## src/rtl/systolic_act_feeder.sv

```systemverilog
// -----------------------------------------------------------------------------
// systolic_act_feeder
//
// Purpose:
//   Accepts activation vectors (one lane per systolic array row) and presents
//   them skewed in time. Lane r of a vector reaches the array r advances after
//   lane 0. The skew pipeline only moves on an "advance", so an input stall
//   freezes the array. After the last vector of a tile, zeros are shifted in
//   for ROWS-1 further advances so every lane fully drains. Then done pulses.
//
// Ports:
//   clk, rst_n      rising-edge clock, asynchronous active-low reset
//   start           tile request, only looked at while idle
//   tile_len        number of vectors in the tile, latched with start
//   in_valid/ready  input handshake; in_data lane r = [r*DATA_WIDTH +: DATA_WIDTH]
//   quantize_mode   (only with ACT_FEEDER_INT4_SAT_EN) saturate lanes to int4
//   act_row         skewed lanes, lane r drives array row r
//   pe_enable       array advance strobe, aligned with act_row
//   busy            high whenever not idle
//   done            one-cycle pulse once the tile has drained
//
// Build option:
//   ACT_FEEDER_INT4_SAT_EN  adds quantize_mode. When quantize_mode is high,
//                           each lane is saturated to [-8,7] and sign-extended
//                           when it is accepted.
// -----------------------------------------------------------------------------
module systolic_act_feeder #(
  parameter int ROWS       = 4,
  parameter int DATA_WIDTH = 8,
  parameter int LEN_WIDTH  = 8
) (
  input  logic                         clk,
  input  logic                         rst_n,
  input  logic                         start,
  input  logic [LEN_WIDTH-1:0]         tile_len,
  input  logic                         in_valid,
  output logic                         in_ready,
  input  logic [ROWS*DATA_WIDTH-1:0]   in_data,
`ifdef ACT_FEEDER_INT4_SAT_EN
  input  logic                         quantize_mode,
`endif
  output logic [ROWS*DATA_WIDTH-1:0]   act_row,
  output logic                         pe_enable,
  output logic                         busy,
  output logic                         done
);

  localparam int DRAIN_W = (ROWS > 1) ? $clog2(ROWS) : 1;
  localparam logic [DRAIN_W-1:0] DRAIN_PRESET = DRAIN_W'(ROWS - 1);

  typedef enum logic [1:0] {
    IDLE   = 2'd0,
    STREAM = 2'd1,
    DRAIN  = 2'd2
  } state_e;

  state_e               state_q, state_d;
  logic [LEN_WIDTH-1:0] len_q, len_d;
  logic [LEN_WIDTH-1:0] acc_cnt_q, acc_cnt_d;
  logic [DRAIN_W-1:0]   drain_cnt_q, drain_cnt_d;
  logic                 pe_enable_q, pe_enable_d;
  logic                 accept;
  logic                 advance;

`ifdef ACT_FEEDER_INT4_SAT_EN
  localparam logic signed [DATA_WIDTH-1:0] SAT_MAX = {{(DATA_WIDTH-3){1'b0}}, 3'b111};
  localparam logic signed [DATA_WIDTH-1:0] SAT_MIN = {{(DATA_WIDTH-3){1'b1}}, 3'b000};

  // Clamp a signed lane to the int4 range, keeping it sign-extended.
  function automatic logic [DATA_WIDTH-1:0] sat_int4(input logic signed [DATA_WIDTH-1:0] v);
    if (v > SAT_MAX) begin
      return SAT_MAX;
    end else if (v < SAT_MIN) begin
      return SAT_MIN;
    end
    return v;
  endfunction
`endif

  assign in_ready  = (state_q == STREAM);
  assign busy      = (state_q != IDLE);
  assign accept    = in_valid && in_ready;
  assign pe_enable = pe_enable_q;

  // Control: tile sequencing, counters and the advance strobe.
  always_comb begin
    state_d     = state_q;
    len_d       = len_q;
    acc_cnt_d   = acc_cnt_q;
    drain_cnt_d = drain_cnt_q;
    advance     = 1'b0;
    done        = 1'b0;
    unique case (state_q)
      IDLE: begin
        if (start) begin
          len_d     = tile_len;
          acc_cnt_d = '0;
          if (tile_len != '0) begin
            state_d = STREAM;
          end else begin
            // An empty tile still runs one DRAIN cycle so it gets a done pulse.
            state_d     = DRAIN;
            drain_cnt_d = '0;
          end
        end
      end
      STREAM: begin
        if (accept) begin
          advance   = 1'b1;
          acc_cnt_d = acc_cnt_q + LEN_WIDTH'(1);
          if (acc_cnt_d == len_q) begin
            state_d     = DRAIN;
            drain_cnt_d = DRAIN_PRESET;
          end
        end
      end
      DRAIN: begin
        if (drain_cnt_q != '0) begin
          advance     = 1'b1;
          drain_cnt_d = drain_cnt_q - DRAIN_W'(1);
        end else begin
          done    = 1'b1;
          state_d = IDLE;
        end
      end
      default: state_d = IDLE;
    endcase
    pe_enable_d = advance;
  end

  always_ff @(posedge clk or negedge rst_n) begin
    if (!rst_n) begin
      state_q     <= IDLE;
      len_q       <= '0;
      acc_cnt_q   <= '0;
      drain_cnt_q <= '0;
      pe_enable_q <= 1'b0;
    end else begin
      state_q     <= state_d;
      len_q       <= len_d;
      acc_cnt_q   <= acc_cnt_d;
      drain_cnt_q <= drain_cnt_d;
      pe_enable_q <= pe_enable_d;
    end
  end

  // Skew pipeline: lane r is a shift register of r+1 stages.
  // Its last stage drives act_row, so the output only changes when pe_enable is high.
  for (genvar r = 0; r < ROWS; r++) begin : g_lane
    logic [DATA_WIDTH-1:0] raw;
    logic [DATA_WIDTH-1:0] lane_in;
    logic [DATA_WIDTH-1:0] pipe_q [0:r];
    logic [DATA_WIDTH-1:0] pipe_d [0:r];

    assign raw = in_data[r*DATA_WIDTH +: DATA_WIDTH];

    always_comb begin
      // Outside STREAM the only advances are drain advances, which feed zeros.
      lane_in = '0;
      if (state_q == STREAM) begin
`ifdef ACT_FEEDER_INT4_SAT_EN
        lane_in = quantize_mode ? sat_int4(raw) : raw;
`else
        lane_in = raw;
`endif
      end
      for (int k = 0; k <= r; k++) begin
        pipe_d[k] = pipe_q[k];
      end
      if (advance) begin
        pipe_d[0] = lane_in;
        for (int k = 1; k <= r; k++) begin
          pipe_d[k] = pipe_q[k-1];
        end
      end
    end

    always_ff @(posedge clk or negedge rst_n) begin
      if (!rst_n) begin
        for (int k = 0; k <= r; k++) begin
          pipe_q[k] <= '0;
        end
      end else begin
        for (int k = 0; k <= r; k++) begin
          pipe_q[k] <= pipe_d[k];
        end
      end
    end

    assign act_row[r*DATA_WIDTH +: DATA_WIDTH] = pipe_q[r];
  end

endmodule
```

## config.mk

```make
export PLATFORM = sky130hd
export DESIGN_NAME = systolic_act_feeder
export DESIGN_NICKNAME = d
export VERILOG_FILES = /design/src/rtl/systolic_act_feeder.sv
export SDC_FILE = /design/constraint.sdc
export NUM_CORES = 1
export LEC_CHECK = 0
export BUFFER_PORTS_ARGS = -buffer_cell sky130_fd_sc_hd__buf_2
export CAP_MARGIN = 30
export CELL_PAD_IN_SITES_DETAIL_PLACEMENT = 0
export CELL_PAD_IN_SITES_GLOBAL_PLACEMENT = 1
export CORE_ASPECT_RATIO = 0.8
export CORE_MARGIN = 3
export CORE_UTILIZATION = 40
export CTS_CLUSTER_SIZE = 40
export DETAILED_ROUTE_END_ITERATION = 12
export PLACE_DENSITY_LB_ADDON = 0.1
export SETUP_SLACK_MARGIN = 0.02
export SYNTH_ARGS = -nofsm -noshare
export SYNTH_HDL_FRONTEND = slang
export SYNTH_SLANG_ARGS = --single-unit
```

## constraint.sdc

```tcl
create_clock -name clk -period 1.85 [get_ports clk]
set_clock_uncertainty 0.05 [all_clocks]
set_input_delay 0.4625 -clock clk [delete_from_list [all_inputs] [get_ports clk]]
set_output_delay 0.4625 -clock clk [all_outputs]
set_load 0.01 [all_outputs]
```

==> impl_metrics.csv, run 1 <==
group,metric,value,unit
layout,layout_commonest_cell,"dfrtp_1",
global_routing,grt_usage,15.87,%
synth,ys_ff_latch,101,
pwr,power.share.combinational,47.3,%
synth,yosys-top-cells-area,"dfrtp_1, mux2_2, nand2_1, o21ai_0, buf_4",
timing,slew_violations,0,
pwr,switchingPower,3341,uW
synth,synth_top_area_share,55.13,%
clocking,cts.clk_slew.worst_paths,60,ps
clocking,cts_max_level,3,
pwr,clkPwrFrac,17.5,%
timing,hold_viol_final,0,
detailed_routing,drtIter0Drc,122,
global_routing,antenna_found_initial,0,
timing,fin_crit_sh,104.8,%
detailed_routing,via_per_inst,4.877,
layout,design_area,6165,um^2
pwr,swShare,33.86,%
pwr,intPower,6526,uW
floorplanning,initial_core_util,41.61,%
floorplanning,die_w,125.7,um
placed_design,port_buffers,79,
placed_design,hpwl,6467,um
clocking,cts.sinks,101,
timing,setup_tns,-250.1,ps
layout,multi_input_area,1958,um^2
synth,synth_cells,412,
synth,seq_area_frac_synth,55.13,%
pwr,p_total,9867,uW
critical_path,r2r_slack,-90,ps
layout,area_growth,34.47,%
global_routing,grt_max_degree,42,
synth,netlist.top_cell.by_area,"dfrtp_1",
global_routing,overflow,0,
flow_run,cap_violations,0,
synth,synth_edf_count,0,
layout,nets,572,
floorplanning,num_io_pins,80,
placed_design,place_area,5268,um^2
synth,ys.flop_type,"dfrtp_1",
detailed_routing,ant_nets,0,
layout,final_cell_mix,"dfrtp_1, buf_2, nand2_1",
placed_design,gp_congestion,0.8039,
detailed_routing,drc,0,
critical_path,cp-end-kind,"flip-flop",
pwr,irDropWorstVdd,0.7557,mV
global_routing,grt_pass1_wl,16140,um
critical_path,cp_max_fo,3,
clocking,clockBufferDepth,2,
critical_path,cp.required,2030,ps
layout,instances_no_fill,669,
layout,num-fill-cells,978,
timing,whs,19.29,ps
critical_path,cp_data_arrival_time,2120,ps
floorplanning,die_area,12790,um^2
clocking,root_buffer,"clkbuf_16",
timing,max_freq,0.5156,GHz
synth,netlist_area,4584,um^2
detailed_routing,routed_wl,10140,um
status,violations,"negative setup slack",
detailed_routing,wl_per_cell,15.16,um
pwr,p_leak,0.003033,uW
synth,synth_area_per_cell,11.13,um^2
pwr,seqPwrFrac,35.2,%
status,status,"finished, violations left",
synth,syn-num-nets,462,
clocking,insertion_delay,340,ps
layout,regArea,2529,um^2
layout,antenna_cells,0,
synth,ys_warn_count,0,
global_routing,grt_pass1_vias,3184,
detailed_routing,drtPass1Iterations,4,
timing,period_needed,1939,ps
placed_design,dp.cells,628,
synth,synth-async-reset-ratio,100.0,%
timing,slew_headroom,69.75,%
floorplanning,num_rows,34,
synth,synth.distinct_cells,38,
critical_path,worst-setup-path-type,"reg2reg",
layout,drive_above_1_share,46.86,%
pwr,p_per_area,1601,nW/um^2
timing,setup_viol,3,
clocking,cts_made_buffers,9,
detailed_routing,num_vias,3263,
timing,worst_slew_pin_slew,453.8,ps
timing,rsz0062_at_grt,"true",
timing,setup_slack,-89.48,ps
critical_path,cp-start-kind,"flip-flop",
clocking,cts_tree,"built",
floorplanning,die_h,101.8,um
worst_hold_path,holdCritPathClass,"in2async",
floorplanning,core_area,11020,um^2
-- metrics by stage --
stage / worst slack, ps / utilization (%)
2_1_floorplan: -52.46 / -
6_report: -89.48 / 55.95
4_1_cts: -110.0 / 51.39
3_3_place_gp: -77.61 / 47.81
3_5_place_dp: -137.9 / 47.81
5_1_grt: -192.1 / 55.95
-- area by class of cell --
type / count / share of cell area [%]
multi-input cells: 256 / 31.76
well taps: 144 / 2.923
inverters: 9 / 0.5480
clock buffers: 11 / 3.937
flip-flops and latches: 101 / 41.02
repair buffers: 145 / 19.42
clock inverters: 3 / 0.3856
-- synthesized netlist by cell type (all sizes together) (3+ instances only) --
| cell | instances |
|---|---|
| nor2 | 10 |
| buf | 38 |
| nor4 | 3 |
| nand4 | 5 |
| o21ai | 45 |
| nand3 | 13 |
| xor2 | 3 |
| ha | 6 |
| nand2 | 68 |
| inv | 8 |
| nor3 | 3 |
| dfrtp | 101 |
| o31a | 5 |
| xnor2 | 8 |
| mux2i | 5 |
| clkbuf | 10 |
| a21oi | 3 |
| mux2 | 57 |
-- metal layers --
layer	track usage [%]	up-vias	wire length, um
li1	-	1617	-
met1	22.36	1575	5086
met2	24.24	62	4517
met3	4.270	9	417
met4	4.750	0	123
met5	0	-	0
-- worst max-delay path: stages, from the launching register on --
cell	delay (ps)
dfrtp_1	420
ha_4	180
buf_6	120
xnor2_4	140
xnor2_2	140
nor3_2	110
a41o_1	240
nand4b_4	120
mux2_4	300
-- logic make-up (layout without fill, tap and decap cells) --
| logic type | count (synthesis) | in the layout | synth area share [%] |
|---|---|---|---|
| AOI/OAI and AO/OA | 59 | 59 | 7.342 |
| DFF | 101 | 101 | 55.13 |
| adders and majority gates | 6 | 6 | 1.638 |
| and+or+nand+nor | 116 | 118 | 11.57 |
| buffers and inverters | 57 | 168 | 7.041 |
| xor gates and xnor gates | 11 | 11 | 2.102 |
| muxes | 62 | 62 | 15.17 |
-- flip-flops by register name, indices dropped and copies added, names as in the netlist --
| register | cells |
|---|---|
| act_row | 24 |
| g_lane.pipe_q | 56 |
| acc_cnt_q | 8 |
| state_q | 2 |
| drain_cnt_q | 2 |
| pe_enable | 1 |
| len_q | 8 |
-- power groups by stage --
stage	combinational, uW	sequential [uW]	clock [uW]
2_1_floorplan	2520	3410	0
3_3_place_gp	3340	3470	0
3_5_place_dp	3390	3510	0
4_1_cts	3700	3460	1790
5_1_grt	5120	3590	1870
6_report	4670	3480	1720
-- final timing paths --
check / start / end / cells after the start
max: acc_cnt_q[0] / state_q[0] / 8
min: rst_n / act_row[27] / 1
max reg2reg: acc_cnt_q[0] / state_q[0] / 8
min reg2reg: g_lane[3].pipe_q[29] / g_lane[3].pipe_q[29] / 2
max in group asynchronous: rst_n / act_row[31] / 2
min in group clk: in_data[9] / g_lane[1].pipe_q[9] / 3
-- timing repair --
item	in CTS	in global routing
cloned	2	8
setup endpoints to repair	51	65
pin swaps	1	7
buffers inserted	1	16
hold buffers	0	0
gates resized for setup	19	45
Note: power is estimated with default switching activity, not from simulation.
==> run 2, diff against run 1 <==
Settings changed: RECOVER_POWER set to 25.
Clock period 1.85 ns to 1.77 ns, I/O delays scaled along.
==> impl_metrics.csv, run 2 (synthesized netlist as in run 1, its figures left out) <==
group,metric,value,unit
critical_path,reg2reg_to,"state_q[0]",
layout,regArea,2529,um^2
critical_path,cp.required,1940,ps
critical_path,critical_path.cell_chain,"ha_4 -> nand3_4 -> nor3b_1 -> o41ai_2 -> nand3_1 -> nand4b_4 -> mux2_4",
placed_design,place_area,5248,um^2
detailed_routing,ant_nets,0,
clocking,insertion_delay,340,ps
placed_design,gp_congestion,0.7809,
layout,antenna_cells,0,
pwr,p_leak,0.003169,uW
clocking,cts.sinks,101,
layout,drive_above_1_share,47.34,%
critical_path,cp_data_arrival_time,2090,ps
layout,area_growth,37.23,%
global_routing,antenna_found_initial,0,
floorplanning,die_h,101.8,um
pwr,p_per_area,1692,nW/um^2
clocking,cts.clk_slew.worst_paths,70,ps
detailed_routing,via_per_inst,4.964,
status,status,"finished, violations left",
clocking,cts_tree,"built",
timing,max_freq,0.5228,GHz
critical_path,path_delay_family,"simple AND/OR/NAND/NOR gates",
floorplanning,initial_core_util,41.61,%
timing,setup_slack,-142.9,ps
clocking,cts_made_buffers,9,
placed_design,hpwl,6070,um
detailed_routing,routed_wl,10890,um
timing,fin_crit_sh,108.1,%
global_routing,overflow,0,
layout,regMostFlops,"g_lane.pipe_q",
layout,nets,573,
layout,design_area,6291,um^2
detailed_routing,drtPass1Iterations,4,
critical_path,worst-setup-path-type,"reg2reg",
critical_path,cp-start-kind,"flip-flop",
critical_path,path_depth,7,
layout,num-fill-cells,952,
global_routing,grt_pass1_vias,3418,
timing,worst_slew_pin_slew,616.5,ps
flow_run,cap_violations,0,
placed_design,pre_cts_ws,-226.1,ps
timing,setup_viol,38,
pwr,irDropWorstVdd,0.6361,mV
global_routing,grt_max_degree,49,
layout,largest_reg_flops,56,
critical_path,cp_max_fo,4,
timing,period_needed,1913,ps
timing,rsz0062_at_grt,"true",
critical_path,reg2regPathDepth,7,
worst_hold_path,hold_start,"tile_len[4]",
global_routing,grt_pass1_wl,17370,um
detailed_routing,wl_per_cell,16.25,um
clocking,clockBufferDepth,2,
floorplanning,num_rows,34,
worst_hold_path,holdCritPathClass,"in2reg",
floorplanning,core_area,11020,um^2
placed_design,port_buffers,79,
clocking,root_buffer,"clkbuf_16",
worst_hold_path,worst_hold_path.num_cells,2,
detailed_routing,drtIter0Drc,171,
layout,final_cell_mix,"dfrtp_1, buf_2, nand2_1",
layout,instances_no_fill,670,
detailed_routing,num_vias,3326,
detailed_routing,drc,0,
floorplanning,num_io_pins,80,
critical_path,cp-end-kind,"flip-flop",
status,violations,"negative setup slack",
clocking,cts_max_level,3,
timing,slew_headroom,58.90,%
worst_hold_path,hold_path_end,"len_q[4]",
critical_path,r2r_slack,-140,ps
timing,slew_violations,0,
layout,multi_input_area,2008,um^2
global_routing,grt_usage,17.14,%
floorplanning,die_area,12790,um^2
critical_path,path_buf_inv,0,
critical_path,rr_startpoint,"acc_cnt_q[0]",
placed_design,dp.cells,622,
critical_path,crit_slowest_cell,"dfrtp_1",
timing,hold_viol_final,0,
floorplanning,die_w,125.7,um
layout,layout_commonest_cell,"dfrtp_1",
critical_path,critPathMaxStageDelay,420,ps
==> run 2: final cells by class <==
type	instances	share of cell area, %
clock inverters	4	0.7757
well taps	144	2.864
repair buffers	148	19.95
flip-flops and latches	101	40.20
clock buffers	10	3.640
multi-input cells	254	31.92
inverters	9	0.6563
==> run 2: per-stage QoR <==
stage | hold WS [ps] | util [%] | setup TNS, ps | power [uW]
2_1_floorplan | 96.91 | - | -167.0 | 6228
3_3_place_gp | 240.8 | 47.63 | -429.0 | 7036
3_5_place_dp | 243.1 | 47.63 | -623.4 | 7119
4_1_cts | 277.8 | 55.06 | -2750 | 10260
5_1_grt | 300.4 | 57.10 | -3799 | 11350
6_report | 297.3 | 57.10 | -1889 | 10640
==> run 2: per-layer routing <==
metal  global-route usage [%]  part of all wire [%]  vias to the layer above
met5                        0                     0                        -
met4                    4.167                   1.0                        0
met3                    4.217                   4.8                       10
met2                    28.23                    47                       68
met1                    23.12                    47                     1642
li1                         -                     -                     1606
==> run 2: how the worst max path moves through the flow <==
stage | startpoint | to
floorplan | acc_cnt_q[0] | state_q[0]
global placement | tile_len[5] | drain_cnt_q[1]
detailed placement | tile_len[5] | drain_cnt_q[0]
CTS | acc_cnt_q[0] | state_q[0]
global route | acc_cnt_q[1] | state_q[0]
finish | acc_cnt_q[0] | state_q[0]
==> run 2: repair_timing <==
| item | 4_1_cts | 5_1_grt |
|---|---|---|
| pin swaps | 17 | 13 |
| gates cloned | 7 | 4 |
| hold buffers | 1 | 0 |
| endpoints found under the hold margin | 8 | 0 |
| resized for setup | 38 | 55 |
| endpoints found under the setup margin | 36 | 94 |
| buffers inserted | 18 | 10 |
==> run 2: where the power goes <==
| group | total (uW) | internal, uW | switching (uW) | leakage [uW] |
|---|---|---|---|---|
| clock network | 1910 | 1080 | 825 | 0.000139 |
| registers | 3640 | 3160 | 485 | 0.00134 |
| logic | 5090 | 2880 | 2210 | 0.00169 |
==> run 3, diff against run 2 <==
Settings changed: CORE_UTILIZATION 40 to 44.
Clock period 1.77 ns to 2 ns, I/O delays scaled along.
==> impl_metrics.csv, run 3 (synthesized netlist as in run 1, its figures left out) <==
group,metric,value,unit
floorplanning,core_area,9889,um^2
timing,fin_crit_sh,97.89,%
clocking,cts_made_buffers,9,
clocking,root_buffer,"clkbuf_16",
critical_path,critical_path.cell_chain,"ha_2 -> buf_6 -> xnor2_2 -> xnor2_1 -> nor3_1 -> a41o_1 -> nand4b_4 -> mux2_4",
critical_path,cp-end-kind,"flip-flop",
detailed_routing,wl_per_cell,14.27,um
pwr,p_leak,0.002740,uW
worst_hold_path,worst_hold_path.num_cells,3,
critical_path,critPathMaxStageDelay,380,ps
layout,layout_commonest_cell,"dfrtp_1",
detailed_routing,routed_wl,8850,um
clocking,clockBufferDepth,2,
placed_design,port_buffers,79,
global_routing,antenna_found_initial,0,
timing,rsz0062_at_grt,"true",
layout,utilization,55.64,%
timing,slew_headroom,5.638,%
floorplanning,num_io_pins,80,
pwr,irDropWorstVdd,0.6001,mV
floorplanning,num_rows,32,
flow_run,cap_violations,0,
critical_path,r2r_slack,40,ps
timing,max_freq,0.5108,GHz
detailed_routing,via_per_inst,4.892,
clocking,cts.clk_slew.worst_paths,70,ps
critical_path,cp.required,2180,ps
timing,hold_viol_final,0,
critical_path,reg2regPathDepth,8,
clocking,cts.sinks,101,
layout,design_area,5503,um^2
clocking,cts_hold_buf,0,
layout,drive_above_1_share,39.26,%
layout,instances_no_fill,620,
critical_path,worst-setup-path-type,"reg2reg",
worst_hold_path,hold_path_end,"g_lane[2].pipe_q[22]",
floorplanning,die_h,97.30,um
floorplanning,die_area,11690,um^2
timing,worst_slew_pin_slew,1415,ps
placed_design,dp.cells,599,
floorplanning,die_w,120.1,um
timing,setup_viol,0,
global_routing,grt_max_degree,44,
layout,regMostFlops,"g_lane.pipe_q",
detailed_routing,ant_nets,0,
global_routing,grt_pass1_wl,15060,um
critical_path,rr_startpoint,"acc_cnt_q[1]",
timing,slew_violations,0,
detailed_routing,num_vias,3033,
placed_design,hpwl,6154,um
floorplanning,initial_core_util,46.36,%
layout,antenna_cells,0,
clocking,cts_max_level,3,
critical_path,crit_slowest_cell,"dfrtp_1",
detailed_routing,drc,0,
pwr,p_total,8030,uW
status,status,"complete, no violations",
placed_design,gp_congestion,0.8251,
placed_design,place_area,5101,um^2
critical_path,cp_data_arrival_time,2140,ps
timing,period_needed,1958,ps
clocking,cts_tree,"built",
detailed_routing,drtPass1Iterations,4,
detailed_routing,drtIter0Drc,136,
critical_path,cp-start-kind,"flip-flop",
worst_hold_path,hold_start,"in_data[22]",
worst_hold_path,holdCritPathClass,"in2reg",
clocking,insertion_delay,340,ps
layout,nets,529,
layout,final_cell_mix,"dfrtp_1, buf_2, nand2_1",
global_routing,overflow,0,
layout,area_growth,20.03,%
global_routing,grt_usage,16.03,%
pwr,p_per_area,1459,nW/um^2
critical_path,reg2reg_to,"state_q[0]",
layout,largest_reg_flops,56,
global_routing,grt_pass1_vias,3075,
critical_path,cp_max_fo,3,
-- run 3: what timing repair did --
action,4_1_cts,5_1_grt
resized for setup,4,12
endpoints found under the setup margin,2,53
pin swaps,1,5
setup buffers,1,4
-- run 3: metrics by stage --
stage / hold WS, ps / TNS (ps) / setup WS (ps)
floorplan: 154.4 / -390.1 / -19.50
global placement: 384.7 / 0 / 62.82
detailed placement: 384.2 / 0 / 1.963
CTS: 10.88 / 0 / 23.72
global route: 337.4 / -6.558 / -5.517
finish: 349.6 / 0 / 42.19
-- run 3: layer usage --
layer  GRT usage (%)  vias up  share of wire, %
li1                -     1514                 -
met5               0        -                 0
met1           20.98     1454                47
met2           25.56       57                47
met3           5.646        8               5.2
met4           3.961        0              0.86
-- run 3: final cells by class --
class / instances / area, um^2
fill: 913 / 4387
sequential: 101 / 2529
multi-input combinational: 254 / 1793
timing repair buffer: 104 / 676.9
clock buffer: 10 / 229.0
tap: 136 / 170.2
clock inverter: 6 / 71.32
inverter: 9 / 33.78
-- run 3: critical path, delay by kind of cell, from the launching register on --
| kind | cells | cell delay (ps) |
|---|---|---|
| compound gates | 1 | 280 |
| mux | 1 | 300 |
| fa+ha+maj | 1 | 200 |
| flops | 1 | 380 |
| xor+xnor | 2 | 260 |
| simple gates | 2 | 270 |
| buf+inv | 1 | 120 |
-- run 3: report_power, final --
part,switching [uW],leakage (uW),internal [uW]
combinational,1550,0.00125,1550
clock,774,0.000145,984
sequential,384,0.00134,2790
-- run 3: worst max path at each step --
stage / startpoint / to / slack (ps)
floorplan: state_q[0] / act_row[16] / -20
CTS: state_q[0] / busy / 20
detailed placement: acc_cnt_q[1] / state_q[0] / 2
finish: acc_cnt_q[1] / state_q[0] / 40
global placement: acc_cnt_q[1] / state_q[0] / 60
global route: acc_cnt_q[0] / state_q[0] / -6
